<file path="config.mk">
export PLATFORM = sky130hd
export DESIGN_NAME = controller_sequencer_v2
export DESIGN_NICKNAME = d
export VERILOG_FILES = /design/src/rtl/controller_sequencer_v2.sv
export SDC_FILE = /design/constraint.sdc
export NUM_CORES = 1
export LEC_CHECK = 0
export CAP_MARGIN = 40
export CORE_ASPECT_RATIO = 1.25
export CORE_MARGIN = 3
export CORE_UTILIZATION = 25
export CTS_BUF_LIST = sky130_fd_sc_hd__clkbuf_4 sky130_fd_sc_hd__clkbuf_8 sky130_fd_sc_hd__clkbuf_16
export CTS_CLUSTER_SIZE = 24
export DETAILED_ROUTE_END_ITERATION = 8
export GPL_TIMING_DRIVEN = 1
export PLACE_DENSITY = 0.56
export SLEW_MARGIN = 40
export SYNTH_ARGS = -nofsm -noshare
export SYNTH_HDL_FRONTEND = slang
export SYNTH_SLANG_ARGS = --single-unit
</file>
<file path="constraint.sdc">
create_clock -name CLK -period 1.9 [get_ports CLK]
set_input_delay 0.19 -clock CLK [delete_from_list [all_inputs] [get_ports CLK]]
set_output_delay 0.19 -clock CLK [all_outputs]
set_load 0.02 [all_outputs]
</file>
<file path="src/rtl/controller_sequencer_v2.sv">
// controller_sequencer_v2
// Controller/sequencer for a SAP-1 style datapath. A T-state counter steps
// T1..T(TMAX). The SAP control word is decoded combinationally from the
// current T-state, the opcode and the Z/C flags.
// This version adds JMP/JZ/JC, a latching HLT, RUN gating at instruction
// boundaries and idle padding T-states.
//
// Build option: define SEQ_SKIP_IDLE_EN to end each instruction right after
// its last active T-state. With the macro undefined, every instruction runs
// the full T1..T(TMAX), which gives fixed-length, SAP-1 compatible timing.
//
// Handshake: there is no valid/ready pair. RUN is a level. It is looked at only
// at an instruction boundary (last T-state or HOLD) and is ignored in the
// middle of an instruction, so an instruction is never cut short.
//
// Timing: all state changes on the falling edge of CLK. CLR is synchronous and
// has priority over everything else, including HALTED and HOLD.
module controller_sequencer_v2 #(
  parameter int OPW  = 4,
  parameter int TMAX = 6,
  parameter int TW   = 3
) (
  input  logic           CLK,
  input  logic           CLR,
  input  logic [OPW-1:0] opcode,
  input  logic           Z_FLAG,
  input  logic           C_FLAG,
  input  logic           RUN,
  // active-high controls
  output logic           Cp,
  output logic           Ep,
  output logic           EA,
  output logic           SU,
  output logic           EU,
  // active-low controls
  output logic           LM,
  output logic           CE,
  output logic           L1,
  output logic           E1,
  output logic           LA,
  output logic           LB,
  output logic           LO,
  output logic           LP,
  // observable sequencer state
  output logic [TW-1:0]  T_STATE,
  output logic           HALTED
);

  // T-state codes: 0..TMAX-1 stand for T1..T(TMAX), and TMAX is HOLD
  localparam logic [TW-1:0] T1_C   = TW'(0);
  localparam logic [TW-1:0] T2_C   = TW'(1);
  localparam logic [TW-1:0] T3_C   = TW'(2);
  localparam logic [TW-1:0] T4_C   = TW'(3);
  localparam logic [TW-1:0] T5_C   = TW'(4);
  localparam logic [TW-1:0] T6_C   = TW'(5);
  localparam logic [TW-1:0] TL_C   = TW'(TMAX - 1);
  localparam logic [TW-1:0] HOLD_C = TW'(TMAX);

  typedef enum logic [3:0] {
    INS_LDA,
    INS_ADD,
    INS_SUB,
    INS_JMP,
    INS_JZ,
    INS_JC,
    INS_OUT,
    INS_HLT,
    INS_NOP
  } ins_e;

  logic [TW-1:0] t_state;
  logic [TW-1:0] t_next;
  logic          halted;
  logic          halted_next;
  logic          op_hi_nz;
  ins_e          ins;
  logic [TW-1:0] last_t;
  logic          jump_taken;

  // Bits above the 4-bit SAP opcode field force a NOP when any of them is set
  generate
    if (OPW > 4) begin : g_wide_op
      assign op_hi_nz = |opcode[OPW-1:4];
    end else begin : g_narrow_op
      assign op_hi_nz = 1'b0;
    end
  endgenerate

  // Decode the opcode into an instruction class
  always_comb begin
    ins = INS_NOP;
    if (!op_hi_nz) begin
      case (opcode[3:0])
        4'b0000: ins = INS_LDA;
        4'b0001: ins = INS_ADD;
        4'b0010: ins = INS_SUB;
        4'b0011: ins = INS_JMP;
        4'b0100: ins = INS_JZ;
        4'b0101: ins = INS_JC;
        4'b1110: ins = INS_OUT;
        4'b1111: ins = INS_HLT;
        default: ins = INS_NOP;
      endcase
    end
  end

  // Last T-state of the current instruction (its boundary)
  always_comb begin
`ifdef SEQ_SKIP_IDLE_EN
    case (ins)
      INS_LDA:          last_t = T5_C;
      INS_ADD, INS_SUB: last_t = T6_C;
      INS_HLT:          last_t = TL_C;
      default:          last_t = T4_C;
    endcase
`else
    last_t = TL_C;
`endif
  end

  // A branch is taken when the instruction is JMP, or JZ/JC with its flag set.
  // The result is only used in T4.
  always_comb begin
    jump_taken = 1'b0;
    case (ins)
      INS_JMP: jump_taken = 1'b1;
      INS_JZ:  jump_taken = Z_FLAG;
      INS_JC:  jump_taken = C_FLAG;
      default: jump_taken = 1'b0;
    endcase
  end

  // State register: falling edge, synchronous CLR has top priority
  always_ff @(negedge CLK) begin
    if (CLR) begin
      t_state <= T1_C;
      halted  <= 1'b0;
    end else begin
      t_state <= t_next;
      halted  <= halted_next;
    end
  end

  // Next state. HALTED freezes everything. HLT latches in T4. The boundary
  // goes to T1 or HOLD depending on RUN.
  always_comb begin
    t_next      = t_state;
    halted_next = halted;
    if (halted) begin
      t_next = t_state;
    end else if (t_state == HOLD_C) begin
      if (RUN) t_next = T1_C;
    end else if ((t_state == T4_C) && (ins == INS_HLT)) begin
      halted_next = 1'b1;
    end else if (t_state >= last_t) begin
      t_next = RUN ? T1_C : HOLD_C;
    end else begin
      t_next = t_state + TW'(1);
    end
  end

  // Control word. Every signal starts idle, and only the listed steps drive an
  // active level. HOLD, HALTED and the padding T-states stay idle.
  always_comb begin
    Cp = 1'b0; Ep = 1'b0; EA = 1'b0; SU = 1'b0; EU = 1'b0;
    LM = 1'b1; CE = 1'b1; L1 = 1'b1; E1 = 1'b1;
    LA = 1'b1; LB = 1'b1; LO = 1'b1; LP = 1'b1;
    if (!halted) begin
      case (t_state)
        T1_C: begin
          Ep = 1'b1;
          LM = 1'b0;
        end
        T2_C: begin
          Cp = 1'b1;
        end
        T3_C: begin
          CE = 1'b0;
          L1 = 1'b0;
        end
        T4_C: begin
          case (ins)
            INS_LDA, INS_ADD, INS_SUB: begin
              E1 = 1'b0;
              LM = 1'b0;
            end
            INS_JMP, INS_JZ, INS_JC: begin
              if (jump_taken) begin
                E1 = 1'b0;
                LP = 1'b0;
              end
            end
            INS_OUT: begin
              EA = 1'b1;
              LO = 1'b0;
            end
            default: ;
          endcase
        end
        T5_C: begin
          case (ins)
            INS_LDA: begin
              CE = 1'b0;
              LA = 1'b0;
            end
            INS_ADD, INS_SUB: begin
              CE = 1'b0;
              LB = 1'b0;
            end
            default: ;
          endcase
        end
        T6_C: begin
          if ((ins == INS_ADD) || (ins == INS_SUB)) begin
            EU = 1'b1;
            LA = 1'b0;
            SU = (ins == INS_SUB);
          end
        end
        default: ;
      endcase
    end
  end

  assign T_STATE = t_state;
  assign HALTED  = halted;

endmodule

</file>
==> results.md <==
* post-synthesis cell area: 519 um2
* vias in the first global route: 767
* number of clock buffers inserted by TritonCTS: 3
* portion of total power attributed to the clock network: 0.106
* sum of net half-perimeters after detailed placement: 1500 um
* largest net degree at the start of global routing: 8
* relative area change from synthesis to final layout: 173%
* total leakage power: 0.647 nW
* H-tree levels: 1
* Total Die Area: 2660 um2
* Synthesis Warnings: 0
* Yosys reg bits: 4
* count of final max-slew check failures: 0
* ordered list of cells on the worst path: inv_4, ha_2, nor4_2, o311ai_4, buf_6
* total number of nets in the final design: 152
* RSZ-0062 raised after global routing: yes
* count of unresolved DRC violations after routing: 0
* buffer depth of the longest clock path: 2
* part of the power in combinational logic: 0.784
* switching share of total power: 0.418
* type of the setup path with the least slack: reg -> out
* kind of start point of the critical path: register
* CTS sink count: 4
* number of nets still failing antenna checks after routing: 0
* wire length of the first global-routing pass: 3350 um
* die boundary width: 46.8 um
* routability-driven placement congestion ratio: 0.778
* violated checks: setup timing
* Max VDD drop: 0.000829 V
* tightest slew margin relative to the limit: 0.750
* clock insertion delay at the later pin of the skew report: 0.31 ns
* signal arrival time at the worst endpoint: 2.57 ns
* final core utilization: 0.759
* Detailed Routing Iterations Pass 1: 4
* endpoints failing setup: 17
* sequential element share of the synthesized area: 0.154
* number of placement rows: 17
* sequential fraction of design power: 0.109
* sum of overflow across all layers after global routing: 0
* layout cell share with drive strength beyond 1: 0.721
* class of the most critical hold timing path: reg -> reg
* Max Cap Violations: 0
* overall power: 1.40 mW
* via-per-instance ratio: 4.99
* critical-path maximum fanout: 4
* P_int: 0.813 mW
* buffers added on ports: 25
* Worst Clk Skew: 0.0109 ns
* Psw: 0.583 mW
* clock-pin slew on the worst setup and hold paths: 0.04 ns
* vertical extent of the die: 57.0 um
* largest stage delay on the critical path: 0.39 ns
* synthesized netlist cell count: 68
* post-synthesis cell type count: 33
* main area contributors after synthesis: sky130_fd_sc_hd__dfxtp_1, sky130_fd_sc_hd__ha_1, sky130_fd_sc_hd__nor2_1
* core box area: 1870 um2
* DRC marker count from the first detailed-route iteration: 5
* transition time of the tightest slew-check pin: 0.365 ns
* area share of the largest cell type after synthesis: 0.154
* wirelength, routed: 2170 um
* overall track demand over capacity in global routing: 0.170
* total inserted antenna cells: 0
* wire per inst: 14.0 um
* required time of the critical path: 1.71 ns
* I/O pin count: 26
* clk root buf: sky130_fd_sc_hd__clkbuf_4
* Mean Syn Cell Area: 7.64 um2
* effective utilization at floorplan: 0.277
* Net Count, Synth: 82
* largest area contributor in the netlist: sky130_fd_sc_hd__dfxtp_1
* Hold Violations, Final: 0
* Power Density: 983 nW/um2
* crit path capture type: output port
* hold_buf cts: 0
* slowest stage cell on the critical path: sky130_fd_sc_hd__dfxtp_4
* total number of vias: 774
* antenna violations before repair: 0
* least setup slack across all paths after layout: -0.859 ns
* result of the run: finished, violations left
* clock tree from TritonCTS: yes
==> final timing paths <==
path | from | end | slack [ns] | cells after the start
setup / recovery | T_STATE[0] | LA | -0.86 | 5
hold reg to reg | HALTED | T_STATE[2] | 0.67 | 3
hold / removal | HALTED | T_STATE[2] | 0.67 | 3
setup reg to reg | T_STATE[1] | T_STATE[1] | 0.08 | 8
==> registers in the layout, indices dropped and copies added (netlist names) <==
register,cells
HALTED,1
T_STATE,3
==> critical path: cells and delay by family (launching register included) <==
family	cells	cell delay [ns]
compound gates	1	0.13
fa+ha+maj	1	0.21
buf+inv	2	0.19
flops	1	0.39
simple gates	1	0.39
==> stage by stage <==
stage | worst slack, ns | std cells | area [um2] | hold slack (ns) | TNS (ns)
global placement | -0.907 | 133 | 1140 | 0.650 | -13.47
detailed placement | -0.927 | 133 | 1140 | 0.656 | -13.61
floorplan | -0.489 | 68 | 712 | 0.503 | -3.06
finish | -0.859 | 155 | 1420 | 0.671 | -9.35
global route | -0.952 | 155 | 1420 | 0.696 | -10.39
CTS | -0.886 | 146 | 1310 | 0.677 | -10.09
==> placed cells by master, fill, tap and decap left out, types with 2 or more instances in the layout <==
master and count:
sky130_fd_sc_hd__mux2i_1 2, sky130_fd_sc_hd__nand2_1 2, sky130_fd_sc_hd__ha_2 2, sky130_fd_sc_hd__ha_4 3, sky130_fd_sc_hd__clkbuf_4 3, sky130_fd_sc_hd__and2_4 3, sky130_fd_sc_hd__o211ai_1 4, sky130_fd_sc_hd__and3_4 3
sky130_fd_sc_hd__clkdlybuf4s50_1 3, sky130_fd_sc_hd__nand3_4 2, sky130_fd_sc_hd__inv_4 2, sky130_fd_sc_hd__buf_4 29, sky130_fd_sc_hd__nor3_4 3, sky130_fd_sc_hd__nor2_1 4, sky130_fd_sc_hd__buf_6 24, sky130_fd_sc_hd__dlymetal6s2s_1 4
sky130_fd_sc_hd__nor2_4 3, sky130_fd_sc_hd__inv_1 7, sky130_fd_sc_hd__nand2b_1 2, sky130_fd_sc_hd__dfxtp_4 4
==> area by class of cell <==
type | instances | area (um2)
fillers | 147 | 452
well taps | 19 | 23.8
repair buffers | 64 | 608
multi-input cells | 55 | 628
flip-flops and latches | 4 | 95.1
inverters | 6 | 27.5
clock buffers | 3 | 22.5
clock inverters | 4 | 15.0
==> layer usage <==
metal | share of wire | wire (um) | up-vias | track usage
li1 | - | - | 386 | -
met1 | 0.39 | 839 | 350 | 0.200
met2 | 0.54 | 1160 | 33 | 0.276
met4 | 0.023 | 49 | 0 | 0.0988
met5 | 0 | 0 | - | 0
met3 | 0.053 | 114 | 5 | 0.0284
==> what timing repair did <==
| action | in CTS | in global routing |
|---|---|---|
| gates resized for setup | 109 | 19 |
| hold endpoints to repair | 0 | 0 |
| buffers inserted | 7 | 12 |
| pin swaps | 6 | 4 |
| setup endpoints to repair | 21 | 21 |
==> power by group through the flow <==
stage	Clock, mW	Combinational [mW]	Sequential [mW]
floorplan	0.0162	0.448	0.184
global placement	0.0162	0.823	0.145
detailed placement	0.0162	0.828	0.147
finish	0.148	1.09	0.153
CTS	0.149	0.969	0.149
global route	0.169	1.17	0.157
==> synthesized netlist by cell type <==
cell type                   count
sky130_fd_sc_hd__nor2_1         8
sky130_fd_sc_hd__inv_1          7
sky130_fd_sc_hd__ha_1           5
sky130_fd_sc_hd__dfxtp_1        4
sky130_fd_sc_hd__o211ai_1       4
sky130_fd_sc_hd__nand2_1        3
sky130_fd_sc_hd__nand2b_1       3
sky130_fd_sc_hd__nand3_1        3
sky130_fd_sc_hd__nor3_1         3
sky130_fd_sc_hd__a21oi_1        2
sky130_fd_sc_hd__and2_1         2
sky130_fd_sc_hd__and3_1         2
sky130_fd_sc_hd__mux2i_1        2
sky130_fd_sc_hd__a2111oi_0      1
sky130_fd_sc_hd__a21boi_0       1
sky130_fd_sc_hd__a21o_2         1
sky130_fd_sc_hd__a311oi_4       1
sky130_fd_sc_hd__a31oi_1        1
sky130_fd_sc_hd__and2_4         1
sky130_fd_sc_hd__and3_2         1
sky130_fd_sc_hd__and3b_2        1
sky130_fd_sc_hd__buf_2          1
sky130_fd_sc_hd__buf_6          1
sky130_fd_sc_hd__nor3b_1        1
sky130_fd_sc_hd__nor4_1         1
sky130_fd_sc_hd__o21a_1         1
sky130_fd_sc_hd__o21ai_0        1
sky130_fd_sc_hd__o2bb2ai_1      1
sky130_fd_sc_hd__o311ai_0       1
sky130_fd_sc_hd__o32ai_1        1
sky130_fd_sc_hd__or2b_1         1
sky130_fd_sc_hd__or3_1          1
sky130_fd_sc_hd__xnor2_1        1
==> kinds of logic (layout without fill, tap and decap cells) <==
logic type / Yosys count / after routing / share of synthesized area
flip-flops: 4 / 4 / 0.154
AO/OA/AOI/OAI: 16 / 16 / 0.263
AND/OR/NAND/NOR: 31 / 31 / 0.325
multiplexers: 2 / 2 / 0.0386
adder cells (fa/ha/maj): 5 / 5 / 0.120
buffers and inverters: 9 / 77 / 0.0819
XOR/XNOR: 1 / 1 / 0.0169
Note: power is estimated with default switching activity, not from simulation.
